==> src/rtl/spi_pkg.sv <==
// spi_pkg: shared state encoding and default sizing for the SPI flash path
package spi_pkg;
  localparam int SPI_DATA_W  = 8;
  localparam int SPI_CLK_DIV = 2;
  localparam int SPI_CS_IDLE = 2;
  typedef enum logic [2:0] {IDLE, CS_SETUP, SHIFT, NEXT, CS_HOLD, CS_GAP} state_t;
endpackage

==> src/rtl/spi_clk_gen.sv <==
// spi_clk_gen: half-period counter producing s_clk and edge strobes while shifting
module spi_clk_gen
  import spi_pkg::*;
#(
  parameter int CLK_DIV = SPI_CLK_DIV
) (
  input  logic clk,
  input  logic rst,
  input  logic en_i,
  output logic s_clk_o,
  output logic rise_o,
  output logic fall_o,
  output logic end_o
);
  localparam int HW = CLK_DIV > 1 ? $clog2(CLK_DIV) : 1;
  localparam logic [HW-1:0] HMAX = HW'(CLK_DIV - 1);
  logic [HW-1:0] half_q, half_d;
  logic phase_q, phase_d;
  logic wrap;
  // phase_q=0 is the high half of a bit, 1 the low half; both wrap to 0 when disabled
  always_comb begin
    wrap = half_q == HMAX;
    half_d = (en_i && !wrap) ? half_q + 1'b1 : '0;
    phase_d = en_i && (wrap ? !phase_q : phase_q);
    s_clk_o = en_i && !phase_q;
    rise_o = s_clk_o && half_q == '0;
    fall_o = s_clk_o && wrap;
    end_o = en_i && phase_q && wrap;
  end
  // counter registers
  always_ff @(posedge clk)
    if (rst) begin
      half_q <= '0;
      phase_q <= 1'b0;
    end else begin
      half_q <= half_d;
      phase_q <= phase_d;
    end
endmodule

==> src/rtl/spi_byte_engine.sv <==
// spi_byte_engine: SPI mode-0 byte engine for NOR flash; define SPI_LSB_FIRST_EN for LSB-first bit order
module spi_byte_engine
  import spi_pkg::*;
#(
  parameter int DATA_W  = SPI_DATA_W,
  parameter int CLK_DIV = SPI_CLK_DIV,
  parameter int CS_IDLE = SPI_CS_IDLE
) (
  input  logic              p_clk,
  input  logic              p_reset,
  input  logic              tx_valid,
  output logic              tx_ready,
  input  logic [DATA_W-1:0] tx_data,
  input  logic              tx_last,
  output logic              rx_valid,
  output logic [DATA_W-1:0] rx_data,
  output logic              busy,
  output logic              s_clk,
  output logic              s_mosi,
  input  logic              s_miso,
  output logic              s_css
);
`ifdef SPI_LSB_FIRST_EN
  localparam bit LSB_FIRST = 1'b1;
`else
  localparam bit LSB_FIRST = 1'b0;
`endif
  localparam int BW = $clog2(DATA_W + 1);
  localparam int OUT_BIT = LSB_FIRST ? 0 : DATA_W - 1;
  state_t state_q, state_d;
  logic [15:0] cnt_q, cnt_d;
  logic [BW-1:0] bit_q, bit_d;
  logic [DATA_W-1:0] tx_q, tx_d, rx_q, rx_d, rx_data_q, rx_data_d;
  logic last_q, last_d;
  logic accept, done, clk_en, rise, fall, bit_end;

  // done is the single cycle after the last low half-period, where the byte is reported
  assign done = state_q == SHIFT && bit_q == BW'(DATA_W);
  assign clk_en = state_q == SHIFT && !done;
  assign rx_data = rx_data_q;

  spi_clk_gen #(.CLK_DIV(CLK_DIV)) u_clk_gen (
    .clk    (p_clk),
    .rst    (p_reset),
    .en_i   (clk_en),
    .s_clk_o(s_clk),
    .rise_o (rise),
    .fall_o (fall),
    .end_o  (bit_end)
  );

  // next-state, pin outputs and datapath updates
  always_comb begin
    tx_ready = !p_reset && (state_q == IDLE || state_q == NEXT);
    busy = state_q != IDLE;
    s_css = state_q == IDLE || state_q == CS_GAP;
    s_mosi = !s_css && tx_q[OUT_BIT];
    rx_valid = done;
    accept = tx_valid && tx_ready;
    state_d = state_q;
    case (state_q)
      IDLE:     if (accept) state_d = CS_SETUP;
      CS_SETUP: if (cnt_q == 16'(CLK_DIV - 1)) state_d = SHIFT;
      SHIFT:    if (done) state_d = last_q ? CS_HOLD : NEXT;
      NEXT:     if (accept) state_d = SHIFT;
      CS_HOLD:  if (cnt_q == 16'(CLK_DIV - 1)) state_d = CS_GAP;
      CS_GAP:   if (cnt_q == 16'(CS_IDLE - 1)) state_d = IDLE;
      default:  state_d = IDLE;
    endcase
    cnt_d = state_d != state_q ? '0 : cnt_q + 16'd1;
    bit_d = state_d != state_q ? '0 : bit_end ? bit_q + 1'b1 : bit_q;
    tx_d = accept ? tx_data
         : (fall && bit_q != BW'(DATA_W - 1)) ? (LSB_FIRST ? tx_q >> 1 : tx_q << 1)
         : tx_q;
    rx_d = rise ? (LSB_FIRST ? {s_miso, rx_q[DATA_W-1:1]} : {rx_q[DATA_W-2:0], s_miso}) : rx_q;
    rx_data_d = (bit_end && bit_q == BW'(DATA_W - 1)) ? rx_q : rx_data_q;
    last_d = accept ? tx_last : last_q;
  end

  // state and datapath registers; a partial byte never reaches rx_data
  always_ff @(posedge p_clk)
    if (p_reset) begin
      state_q <= IDLE;
      cnt_q <= '0;
      bit_q <= '0;
      tx_q <= '0;
      rx_q <= '0;
      rx_data_q <= '0;
      last_q <= 1'b0;
    end else begin
      state_q <= state_d;
      cnt_q <= cnt_d;
      bit_q <= bit_d;
      tx_q <= tx_d;
      rx_q <= rx_d;
      rx_data_q <= rx_data_d;
      last_q <= last_d;
    end
endmodule

==> config.mk <==
export PLATFORM = sky130hd
export DESIGN_NAME = spi_byte_engine
export DESIGN_NICKNAME = d
export VERILOG_FILES = /design/src/rtl/spi_pkg.sv /design/src/rtl/spi_clk_gen.sv /design/src/rtl/spi_byte_engine.sv
export SDC_FILE = /design/constraint.sdc
export NUM_CORES = 1
export LEC_CHECK = 0
export ABC_AREA = 1
export BUFFER_PORTS_ARGS = -buffer_cell sky130_fd_sc_hd__buf_2
export CORE_ASPECT_RATIO = 0.8
export CORE_UTILIZATION = 60
export CTS_BUF_LIST = sky130_fd_sc_hd__clkbuf_4
export DETAILED_ROUTE_END_ITERATION = 12
export PLACE_DENSITY = 0.93
export SLEW_MARGIN = 5
export SYNTH_ARGS = -nofsm -noshare
export SYNTH_HDL_FRONTEND = slang
export SYNTH_HIERARCHICAL = 1
export SYNTH_SLANG_ARGS = --single-unit
==> constraint.sdc <==
create_clock -name p_clk -period 2.2 [get_ports p_clk]
set_input_delay 0.44 -clock p_clk [delete_from_list [all_inputs] [get_ports p_clk]]
set_output_delay 0.44 -clock p_clk [all_outputs]
set_load 0.01 [all_outputs]
==> impl_metrics.toml <==
[floorplan]
rows = 19
die-area_mm2 = 0.00416
ios = 27
die_x_um = 71.9
start_util_pct = 65.3
core_area_mm2 = 0.00359
die_h_um = 57.9

[worst_setup_path]
worstPathRequired_ns = 1.76
crit_path_max_fanout = 4
slowest_stage = "dfxtp_2"
r2r-start = "bit_q[0]"
cp_common_cell = "nor2_1"
critPathArrivalTime_ns = 1.57
endpoint_kind = "output port"
crit_type = "flip-flop to output port"
cp-startpoint = "bit_q[0]"
rr_worst_depth = 11
worst_path_dominant_cell_family = "flip-flops"
reg2reg_to = "rx_data[0]"
slowest_delay_ns = 0.36
worstSetupStartpointType = "flip-flop"
regToRegSetupSlack_ns = 0.31
critPathBufInv = 3
crit_chain = "inv_1 -> ha_1 -> nand2_1 -> nor2_1 -> nor2_1 -> inv_1 -> nor2_1 -> buf_2"

[detailed_routing]
wl_per_cell_um = 11.9
viasPerCell = 5.23
drt_wl_total_um = 4760
drtIter0Drc = 300
vias = 2086
dr.pass1.iters = 4
ant_nets = 0
drc = 0

[clock_network]
cts_htree_levels = 2
cts-root-buf = "clkbuf_4"
cts_sinks = 50
clock_latency_ns = 0.37
cts.clk_slew.worst_paths_ns = 0.13
clockBufferDepth = 2
postCtsHoldBufs = 0
cts_tree = "yes"
numCtsBuffers = 5

[yosys]
netlist_top_cells_area = "dfxtp_1 (43%), nand2_1 (8.6%), nand3_1 (7.7%), nor2_1 (7.4%), nor2_2 (5.3%)"
async_reset_ff_share_pct = 0
syn_area_per_cell_um2 = 7.44
netlist_area_mm2 = 0.00234
synth_seq_area_share_pct = 42.7
synth.largest_area_cell = "dfxtp_1"
synth_edf_count = 0
syn-num-nets = 332
yosys.area.top_type_share_pct = 42.7
ys_warn_count = 6
yosysMostFrequentCell = "nand2_1"
ys_ff_latch = 50
yosys.cell_types.count = 23
synth_ff_type = "dfxtp_1"
syn_inst = 315
synth_common_cells = "nand2_1 (54), dfxtp_1 (50), nor2_1 (46), nand3_1 (36), inv_1 (27)"

[pwr]
power.total_w = 0.00153
peakVddDrop_uv = 547
power_density_mw_per_mm2 = 590
p_leak_nw = 1.08

[sta]
clock_skew_ns = 0.00683
hold_viol_final = 0
slew_violations = 0
fmax_mhz = 498
period_share_pct = 91.4
fin_setup_tns_ns = 0
relSlewSlack_pct = 79.5
period_needed_ns = 2.01
finalSetupViolCount = 0
tightest_slew_ns = 0.306
rsz0062_at_grt = "false"
hold_ws_ns = 0.285

[cells_and_area]
final_net_count = 364
layout-drive-gt1-share_pct = 21.0
fillers = 272
multiInputGateArea_mm2 = 0.00118
stdcell_area_mm2 = 0.00260
synthToLayoutAreaGrowth_pct = 11.1
diodes = 0
seq_area_mm2 = 0.00100
layoutNonFillerInstCount = 399

[grt]
grt_pass1_wl_um = 7930
gr-total-overflow = 0
grt_use_total_pct = 24.7
antenna_found_initial = 0
grt_pass1_vias = 1852
grt_max_degree = 22

[placement]
gp_congestion = 0.845
place_area_mm2 = 0.00255
dp_cells = 392
hpwl_um = 3580
portBuffers = 26

[outcome]
status = "completed"

[flow_run]
max_cap_violations = 0

[hold_path]
min_to = "rx_q[0]"
worstHoldPathCells = 3
hold_path_startpoint = "s_miso"
hp-class = "primary input to flip-flop"
## tightest hold or removal path: cells and delay by family
kind                   cells  cell delay (ns)
AND/OR/NAND/NOR            2             0.11
buffers and inverters      1             0.07
## state kept, by name, indices dropped and copies added (netlist names)
register and cells:
bit_q 4, cnt_q 16, last_q 1, rx_data 8, rx_q 8, state_q 3
tx_q 8, u_clk_gen/half_q 1, u_clk_gen/phase_q 1
## placed cells by master (no fill, tap or decap), types with 4 or more instances in the layout
master / n
ha_1: 4
buf_4: 7
buf_2: 26
nor2_1: 46
a31oi_1: 8
inv_1: 27
nand2_1: 54
nand2_2: 4
a21oi_1: 13
dfxtp_1: 49
clkbuf_4: 5
nor2_2: 20
o21ai_0: 12
nand3_1: 36
nand4_1: 4
xnor2_1: 4
xor2_1: 12
## metal layers
| layer | wire length, um | vias up | global-route usage [%] |
|---|---|---|---|
| li1 | - | 1070 | - |
| met1 | 2170 | 961 | 31.0 |
| met2 | 2310 | 48 | 41.8 |
| met3 | 211 | 7 | 5.04 |
| met4 | 70 | 0 | 10.9 |
| met5 | 0 | - | 0 |
## cells by family after synthesis
logic type | count (synthesis) | synth area share, %
AO/OA/AOI/OAI | 34 | 7.69
flip-flops | 50 | 42.7
adder cells (fa/ha/maj) | 4 | 2.14
buffers and inverters | 38 | 7.10
AND/OR/NAND/NOR | 173 | 34.4
XOR/XNOR | 16 | 5.98
## stage by stage
stage / utilization, % / worst slack (ns)
floorplan: - / 0.431
global placement: 71.1 / 0.423
detailed placement: 71.1 / 0.297
CTS: 72.5 / 0.130
global route: 72.5 / 0.0186
finish: 72.5 / 0.190
## power by group
group | switching, W | leakage [nW] | total (W) | internal, W
logic | 0.000120 | 0.646 | 0.000189 | 0.0000696
registers | 0.0000230 | 0.405 | 0.000956 | 0.000933
clock network | 0.000275 | 0.0308 | 0.000390 | 0.000116
## worst max-delay path by stage
stage                 end  slack (ns)  cells past startpoint
2_1_floorplan    bit_q[1]        0.43                     11
3_3_place_gp   rx_data[4]        0.42                     11
4_1_cts             s_clk        0.13                      8
6_report            s_clk        0.19                      8
5_1_grt             s_clk        0.02                      8
3_5_place_dp   rx_data[4]        0.30                     11
## layout make-up
type	instances	area share (%)
repair buffers	34	7.79
clock inverters	2	0.385
clock buffers	5	1.44
multi-input cells	227	45.2
inverters	29	4.18
well taps	52	2.50
flip-flops and latches	50	38.5
## timing repair
item                                    CTS  global route
buffers inserted                          0             0
resized for setup                         0             1
endpoints found under the setup margin    0             1
No activity file was read; power rests on OpenSTA's default activity.
